[src/rtl/proc_seq.sv]
// Multi-cycle processor core: FETCH -> DECODE -> EXEC -> WRITE, with jumps,
// HALT and a single-step PAUSE state. Register file and data memory clear on reset.
module proc_seq #(
  parameter int OPCODE_WIDTH = 4,
  parameter int VALUE_WIDTH  = 8,
  parameter int MEM_WIDTH    = 4,
  parameter int PC_WIDTH     = 8,
  localparam int INSTR_WIDTH = OPCODE_WIDTH + 3 * (MEM_WIDTH + 2)
) (
  input  logic                    clk,
  input  logic                    rst,
  output logic                    imem_req,
  output logic [PC_WIDTH-1:0]     imem_addr,
  input  logic                    imem_valid,
  input  logic [INSTR_WIDTH-1:0]  imem_data,
  input  logic                    step_en,
  input  logic                    step,
  output logic                    halted,
  output logic [OPCODE_WIDTH-1:0] op_code,
  output logic [VALUE_WIDTH-1:0]  alu_out,
  output logic [MEM_WIDTH-1:0]    source1_addr,
  output logic [MEM_WIDTH-1:0]    source2_addr,
  output logic [MEM_WIDTH-1:0]    dest_addr,
  output logic [1:0]              source1_choice,
  output logic [1:0]              source2_choice,
  output logic [1:0]              dest_choice,
  output logic                    zero_flag,
  output logic                    carry_flag
);
  localparam int DEPTH = 2 ** MEM_WIDTH;

  localparam logic [OPCODE_WIDTH-1:0] OP_ADD  = OPCODE_WIDTH'(1);
  localparam logic [OPCODE_WIDTH-1:0] OP_SUB  = OPCODE_WIDTH'(2);
  localparam logic [OPCODE_WIDTH-1:0] OP_AND  = OPCODE_WIDTH'(3);
  localparam logic [OPCODE_WIDTH-1:0] OP_OR   = OPCODE_WIDTH'(4);
  localparam logic [OPCODE_WIDTH-1:0] OP_XOR  = OPCODE_WIDTH'(5);
  localparam logic [OPCODE_WIDTH-1:0] OP_MOV  = OPCODE_WIDTH'(6);
  localparam logic [OPCODE_WIDTH-1:0] OP_JMP  = OPCODE_WIDTH'(7);
  localparam logic [OPCODE_WIDTH-1:0] OP_JZ   = OPCODE_WIDTH'(8);
  localparam logic [OPCODE_WIDTH-1:0] OP_HALT = OPCODE_WIDTH'(15);

  typedef enum logic [2:0] {S_FETCH, S_DECODE, S_EXEC, S_WRITE, S_PAUSE, S_HALT} state_t;

  state_t                 state, state_next;
  logic [PC_WIDTH-1:0]    pc;
  logic [VALUE_WIDTH-1:0] rf   [DEPTH];
  logic [VALUE_WIDTH-1:0] dmem [DEPTH];
  logic [VALUE_WIDTH-1:0] a_reg, b_reg, a_val, b_val;
  logic [VALUE_WIDTH-1:0] alu_res;
  logic                   alu_carry;
  logic [VALUE_WIDTH:0]   sum, diff;
  logic                   is_alu_op;

  assign imem_req  = (state == S_FETCH) && !rst;
  assign imem_addr = pc;
  assign halted    = (state == S_HALT);
  assign is_alu_op = (op_code >= OP_ADD) && (op_code <= OP_MOV);

  // Operand resolution; choice 11 reads as constant zero.
  always_comb begin
    a_val = '0;
    b_val = '0;
    case (source1_choice)
      2'b00:   a_val = rf[source1_addr];
      2'b01:   a_val = dmem[source1_addr];
      2'b10:   a_val = VALUE_WIDTH'(source1_addr);
      default: a_val = '0;
    endcase
    case (source2_choice)
      2'b00:   b_val = rf[source2_addr];
      2'b01:   b_val = dmem[source2_addr];
      2'b10:   b_val = VALUE_WIDTH'(source2_addr);
      default: b_val = '0;
    endcase
  end

  // The extra MSB of the difference is the borrow.
  assign sum  = {1'b0, a_reg} + {1'b0, b_reg};
  assign diff = {1'b0, a_reg} - {1'b0, b_reg};

  always_comb begin
    alu_res   = alu_out;
    alu_carry = 1'b0;
    case (op_code)
      OP_ADD:  begin alu_res = sum[VALUE_WIDTH-1:0];  alu_carry = sum[VALUE_WIDTH];  end
      OP_SUB:  begin alu_res = diff[VALUE_WIDTH-1:0]; alu_carry = diff[VALUE_WIDTH]; end
      OP_AND:  alu_res = a_reg & b_reg;
      OP_OR:   alu_res = a_reg | b_reg;
      OP_XOR:  alu_res = a_reg ^ b_reg;
      OP_MOV:  alu_res = a_reg;
      default: alu_res = alu_out;
    endcase
  end

  always_comb begin
    state_next = state;
    case (state)
      S_FETCH:  if (imem_valid) state_next = S_DECODE;
      S_DECODE: state_next = S_EXEC;
      S_EXEC:   state_next = S_WRITE;
      S_WRITE: begin
        if (op_code == OP_HALT) state_next = S_HALT;
        else if (step_en)       state_next = S_PAUSE;
        else                    state_next = S_FETCH;
      end
      S_PAUSE:  if (step || !step_en) state_next = S_FETCH;
      S_HALT:   state_next = S_HALT;
      default:  state_next = S_FETCH;
    endcase
  end

  always_ff @(posedge clk) begin
    if (rst) begin
      state          <= S_FETCH;
      pc             <= '0;
      op_code        <= '0;
      dest_choice    <= '0;
      dest_addr      <= '0;
      source1_choice <= '0;
      source1_addr   <= '0;
      source2_choice <= '0;
      source2_addr   <= '0;
      a_reg          <= '0;
      b_reg          <= '0;
      alu_out        <= '0;
      zero_flag      <= 1'b0;
      carry_flag     <= 1'b0;
    end else begin
      state <= state_next;
      if (state == S_FETCH && imem_valid)
        {op_code, dest_choice, dest_addr, source1_choice, source1_addr,
         source2_choice, source2_addr} <= imem_data;
      if (state == S_DECODE) begin
        a_reg <= a_val;
        b_reg <= b_val;
      end
      if (state == S_EXEC && is_alu_op) begin
        alu_out    <= alu_res;
        zero_flag  <= (alu_res == '0);
        carry_flag <= alu_carry;
      end
      if (state == S_WRITE) begin
        if (op_code == OP_JMP)
          pc <= PC_WIDTH'(a_reg);
        else if (op_code == OP_JZ)
          pc <= (b_reg == '0) ? PC_WIDTH'(a_reg) : pc + 1'b1;
        else if (op_code != OP_HALT)
          pc <= pc + 1'b1;
      end
    end
  end

  always_ff @(posedge clk) begin
    if (rst) begin
      for (int i = 0; i < DEPTH; i++) begin
        rf[i]   <= '0;
        dmem[i] <= '0;
      end
    end else if (state == S_WRITE && is_alu_op) begin
      if (dest_choice == 2'b00) rf[dest_addr]   <= alu_out;
      if (dest_choice == 2'b01) dmem[dest_addr] <= alu_out;
    end
  end
endmodule
[config.mk]
export PLATFORM = sky130hd
export DESIGN_NAME = proc_seq
export DESIGN_NICKNAME = d
export VERILOG_FILES = /design/src/rtl/proc_seq.sv
export SDC_FILE = /design/constraint.sdc
export NUM_CORES = 1
export LEC_CHECK = 0
export BUFFER_PORTS_ARGS = -buffer_cell sky130_fd_sc_hd__clkbuf_2
export CORE_MARGIN = 2
export CORE_UTILIZATION = 30
export CTS_CLUSTER_SIZE = 16
export DETAILED_ROUTE_END_ITERATION = 16
export MAX_ROUTING_LAYER = met4
export SYNTH_ARGS = -nofsm -noshare
export SYNTH_HDL_FRONTEND = slang
export SYNTH_SLANG_ARGS = --single-unit
[constraint.sdc]
create_clock -name clk -period 4.4 [get_ports clk]
set_input_delay 0.88 -clock clk [delete_from_list [all_inputs] [get_ports clk]]
set_output_delay 0.88 -clock clk [all_outputs]
set_load 0.05 [all_outputs]
==> results.cfg, run 1 <==
[cells_and_area]
syn2layout_area_growth_pct = 13.2
nets = 1456
instances_no_fill = 2202
largestRegisters = dmem (128), rf (128)
drive_gt1_share_pct = 25.5
design_area_um2 = 20000

[routing]
wirelength_mm = 53.9
post-route-drc-count = 0
wl_per_cell_um = 24.5
ant_nets = 0
drt-pass1-iter-count = 5
vias = 12000
initialDrtViolationCount = 1501
viasPerCell = 5.43

[placed_design]
gp_congestion = 0.960
place_area_um2 = 18900
place_inst = 2138
port_buffers = 68
dp_hpwl_mm = 37.9
place_ws_ns = 0.988

[logic_synthesis]
syn-num-nets = 1414
synthCells = 1360
synth_compound_area_share_pct = 5.54
netlist_area_um2 = 17700
synth_top_family_by_area = multiplexers
synth_seq_cells = 323
yosysUniqueCellTypes = 63
synth_top_cell_by_area = edfxtp_1
ys_seq_area_share_pct = 51.0
yosys.area_share.simple_pct = 17.3
syn-mean-instance-area_um2 = 13.0
synth_fa_ha_area_share_pct = 1.99
synth_top_area_share_pct = 43.4
synth.area.top_cells = edfxtp_1, mux4_2, and2_1, dfxtp_1, nand2_1
synth-xor-area-share_pct = 0.148
synth_enable_flop_cells = 256
synthMuxAreaShare_pct = 20.9
async_reset_ff_share_pct = 0
ys.flop_type = edfxtp_1
yosys_warnings = 0

[clock_network]
cts_setup_buffers = 0
cts_tree = done
cts_resized = 0
clk-insertion-delay-late_ns = 0.54
clockRootBuffer = clkbuf_16
hold_buffers = 0
clkTransAtPathRegs_ns = 0.06
clock-sinks = 323
cts-htree-levels = 2
cts_made_buffers = 35
cts_max_path_buffers = 3

[power]
power_density_nw_per_um2 = 386
seqPwrFrac_pct = 46.4
combPwrFrac_pct = 15.0
p_int_mw = 5.64
p_sw_mw = 2.11
p_leak_nw = 6.98
switching_share_pct = 27.2
clkPwrFrac_pct = 38.6
ir_drop_mv = 0.334

[floorplan]
num_rows = 89
core_area_um2 = 58700
die_w_um = 247
start_util_pct = 30.2
pin_count = 69
fp.dieH_um = 247
fp.dieArea_um2 = 61000

[global_routing]
antenna_found_initial = 4
grt_remaining_overflow = 0
grt_pass1_vias = 11700
grt_pass1_wl_mm = 79.1
grt_usage_pct = 18.2
grt_max_degree = 65

[critical_path]
startpoint = op_code[2]
cp_top_family = simple AND/OR/NAND/NOR gates
reg2reg_to = rf[0][3]
critPathMaxFanout = 12
cp.arrival_ns = 3.54
slowest_stage = dfxtp_1
setup.worst_path.end_class = register
start_kind = register
reg2reg_depth = 8
required_ns = 4.63
critPathBufInv = 1
reg2reg_slack_ns = 1.08
crit_type = reg -> reg
crit_path_cell_trace = buf_4, nor3_4, nor3_4, nand2_1, nor2_1, nand2_1, nor3_1, or2_2
r2r_start = op_code[2]
crit_path_max_incr_delay_ns = 0.64

[status]
status = complete, no violations

[timing]
setup_viol = 0
slew_headroom_pct = 25.1
rsz0062_at_grt = false
hold_viol = 0
fmax_ghz = 0.301
setup_tns_ns = 0
fin_worst_skew_ns = 0.0211
worstMarginPinSlew_ns = 1.12
layout_setup_ws_ns = 1.08
finalCriticalPeriod_ns = 3.32
post-route-period-util_pct = 75.4
slew_viol_final = 0

[job]
drv_cap = 0

[min_path]
holdCritStartpoint = imem_addr[7]
whs_path_depth = 2
hold_path.class = reg -> reg
min_to = imem_addr[7]
[worst min-delay path, cell delays in order, from the launching register on]
cell     delay (ns)
dfxtp_1        0.32
o21ai_0        0.08
a21oi_1        0.07
[power groups by stage]
stage               combinational [mW]  sequential, mW  clock (mW)
finish                            1.16            3.60        2.99
global placement                  1.14            3.65           0
global route                      1.23            3.61        3.14
floorplan                        0.789            3.60           0
CTS                               1.16            3.59        3.02
detailed placement                1.15            3.66           0
[stage by stage]
stage | total power, mW | hold WS (ns) | util, %
2_1_floorplan | 4.39 | 0.470 | -
3_3_place_gp | 4.79 | 0.486 | 32.2
3_5_place_dp | 4.81 | 0.500 | 32.2
4_1_cts | 7.77 | 0.511 | 34.2
5_1_grt | 7.98 | 0.528 | 34.2
6_report | 7.75 | 0.515 | 34.2
[layer usage]
metal	GRT usage [%]	share of wire, %	vias up	routed length, µm
li1	-	-	5191	-
met1	23.6	40	5998	21700
met2	28.8	47	652	25200
met3	3.06	8.8	120	4750
met4	6.80	4.1	0	2230
met5	-	0	-	0
[cells by family after synthesis]
family,after synthesis
and+or+nand+nor,551
xor gates and xnor gates,3
AOI/OAI and AO/OA,157
buffers and inverters,129
adders and majority gates,27
DFF,323
muxes,170
[synthesized netlist by cell type, types with 10 or more instances]
library cell / number
and2_1: 258
edfxtp_1: 256
mux4_2: 160
nand2_1: 95
nor2_1: 75
clkbuf_1: 69
dfxtp_1: 67
a21oi_1: 59
or2_2: 32
o21ai_0: 28
inv_1: 27
ha_1: 25
nor3_1: 25
a211oi_1: 24
buf_2: 20
mux2i_1: 10
nor2b_1: 10
[worst max-delay path by stage]
stage               end  slack (ns)  depth (start not counted)
6_report       rf[0][3]        1.08                          8
5_1_grt        rf[0][3]        0.87                          8
4_1_cts        rf[0][3]        1.10                          8
3_5_place_dp   rf[0][4]        0.99                          7
3_3_place_gp   rf[0][7]        1.06                          7
2_1_floorplan  imem_req        0.65                          4
[cells in the final DEF (no fill, tap or decap), types with 3 or more instances in the layout]
master,count
clkbuf_1,3
nor3_1,25
a31oi_1,5
or3_1,8
o22ai_1,3
and3b_1,3
nand2_1,95
a21o_1,3
o211ai_1,4
nor4_1,8
and2_1,258
clkbuf_16,36
mux2i_1,10
mux4_2,160
nand3b_1,3
clkinv_2,7
clkinv_1,8
a21oi_1,59
or2_2,32
ha_1,25
nor2b_1,10
or4_1,3
inv_1,27
nor2_1,75
nand3_1,8
o31ai_1,6
dfxtp_1,63
edfxtp_1,256
o21ai_0,27
nand2b_1,7
clkbuf_2,67
buf_4,35
a211oi_1,24
bufinv_16,4
a22oi_1,5
[cell type report]
| class | count | area [µm²] |
|---|---|---|
| Timing Repair Buffer | 105 | 643 |
| Sequential cell | 323 | 9040 |
| Fill cell | 5629 | 38600 |
| Multi-Input combinational cell | 908 | 8130 |
| Clock buffer | 40 | 926 |
| Antenna cell | 1 | 2.50 |
| Tap cell | 773 | 967 |
| Inverter | 29 | 109 |
| Clock inverter | 23 | 228 |
Power figures use the tool's default switching activity.
==> inputs of run 2 (changes only) <==
==> constraint.sdc (replaced) <==
create_clock -name clk -period 2.7 [get_ports clk]
set_input_delay 0.54 -clock clk [delete_from_list [all_inputs] [get_ports clk]]
set_output_delay 0.54 -clock clk [all_outputs]
set_load 0.05 [all_outputs]
==> results.cfg, run 2 (synthesis results as in run 1) <==
[placed_design]
port_buffers = 68
gp_congestion = 0.973
dp_hpwl_mm = 39.6
place_ws_ns = 0.0361

[critical_path]
cp_top_family = compound AO/OA/AOI/OAI gates
critPathBufInv = 1
setup.worst_path.end_class = register
start_kind = register
slowest_stage = a2111oi_0
crit_type = reg -> reg
crit_path_max_incr_delay_ns = 0.46
required_ns = 3.17
cp.arrival_ns = 3.07
critPathMaxFanout = 4
crit_path_cell_trace = inv_1, ha_1, nand3_1, a2111oi_0, nor3_1, a221o_1, a21oi_1, a31oi_1, o31ai_4

[job]
drv_cap = 0

[routing]
post-route-drc-count = 0
wirelength_mm = 54.8
drt-pass1-iter-count = 5
ant_nets = 0
wl_per_cell_um = 23.8
viasPerCell = 5.24
initialDrtViolationCount = 1251
vias = 12000

[global_routing]
grt_remaining_overflow = 0
grt_pass1_wl_mm = 80.5
grt_pass1_vias = 12100
grt_max_degree = 89
grt_usage_pct = 18.7
antenna_found_initial = 0

[clock_network]
clkTransAtPathRegs_ns = 0.06
hold_buffers = 0
cts_tree = done
clk-insertion-delay-late_ns = 0.56
clock-sinks = 323
cts_max_path_buffers = 3
clockRootBuffer = clkbuf_16
cts_made_buffers = 38
cts-htree-levels = 2

[timing]
setup_tns_ns = 0
fmax_ghz = 0.385
hold-worst-slack_ns = 0.216
fin_worst_skew_ns = 0.0188
hold_viol = 0
rsz0062_at_grt = false
post-route-period-util_pct = 96.3
setup_viol = 0
slew_viol_final = 0
worstMarginPinSlew_ns = 0.669
slew_headroom_pct = 55.3
layout_setup_ws_ns = 0.101
finalCriticalPeriod_ns = 2.60

[floorplan]
core_area_um2 = 58700
fp.dieArea_um2 = 61000
start_util_pct = 30.2
num_rows = 89
fp.dieH_um = 247
pin_count = 69
die_w_um = 247

[cells_and_area]
antenna_cells = 0
nets = 1549
seq_area_um2 = 9040
layout_commonest_cell = and2_1
multi_input_area_um2 = 8190
final_cell_mix = and2_1, edfxtp_1, mux4_2
num-fill-cells = 5621
final_util_pct = 35.6
largestRegisters = dmem (128), rf (128)
drive_gt1_share_pct = 30.8
syn2layout_area_growth_pct = 17.8

[status]
status = complete, no violations

[power]
p_leak_nw = 7.48
power_density_nw_per_um2 = 616
report.power.total_mw = 12.9
ir_drop_mv = 0.479
seqPwrFrac_pct = 44.7
combPwrFrac_pct = 17.0
switching_share_pct = 28.3
p_int_mw = 9.23
p_sw_mw = 3.63
clkPwrFrac_pct = 38.2

[min_path]
hold_path.class = in -> reg
[run 2: cell count changes in the layout (fill, tap and decap cells not counted), sizes merged]
| cell | change |
|---|---|
| clkbuf | +5 |
| clkinvlp | +4 |
| inv | +1 |
| buf | +90 |
| bufinv | -3 |
| diode | -1 |
| clkinv | -1 |
[run 2: worst min-delay path, delay by kind of cell]
family | cells | cell delay [ns]
buf+inv | 1 | 0.08
simple gates | 1 | 0.05
compound gates | 1 | 0.05
[run 2: power by group through the flow]
stage / clock, mW / combinational, mW / sequential, mW
after floorplan: 0 / 1.29 / 5.87
after global placement: 0 / 2.16 / 5.84
after detailed placement: 0 / 2.16 / 5.85
after CTS: 5.00 / 2.16 / 5.75
after global routing: 5.16 / 2.32 / 5.77
final: 4.92 / 2.19 / 5.75
[run 2: metal layers]
layer	routed length [µm]	up-vias	track usage [%]
li1	-	5373	-
met5	0	-	-
met4	1550	0	6.15
met2	25600	452	29.1
met3	4170	78	3.74
met1	23400	6142	24.3
[run 2: per-stage QoR]
step / instances / instance area (µm²)
6_report: 2297 / 20900
4_1_cts: 2296 / 20800
5_1_grt: 2297 / 20900
2_1_floorplan: 1360 / 17700
3_5_place_dp: 2227 / 19600
3_3_place_gp: 2227 / 19600
[run 2: worst paths after layout]
path                                     start             end  slack [ns]  depth (start not counted)
worst max-delay path                  a_reg[2]       zero_flag        0.10                          9
worst min-delay path             imem_data[19]      op_code[1]        0.22                          3
worst max register to register        a_reg[2]       zero_flag        0.10                          9
worst min register to register  dest_choice[1]  dest_choice[1]        0.48                          2
[run 2: area by class of cell]
| class | count | area share (%) |
|---|---|---|
| multi-input combinational | 908 | 39.2 |
| clock buffer | 45 | 4.78 |
| inverter | 29 | 0.522 |
| sequential | 323 | 43.3 |
| clock inverter | 24 | 0.833 |
| timing repair buffer | 195 | 6.68 |
| tap | 773 | 4.63 |
[run 2: what timing repair did]
item,4_1_cts,5_1_grt
gates resized for setup,0,11
endpoints found under the setup margin,0,2
setup buffers,0,1
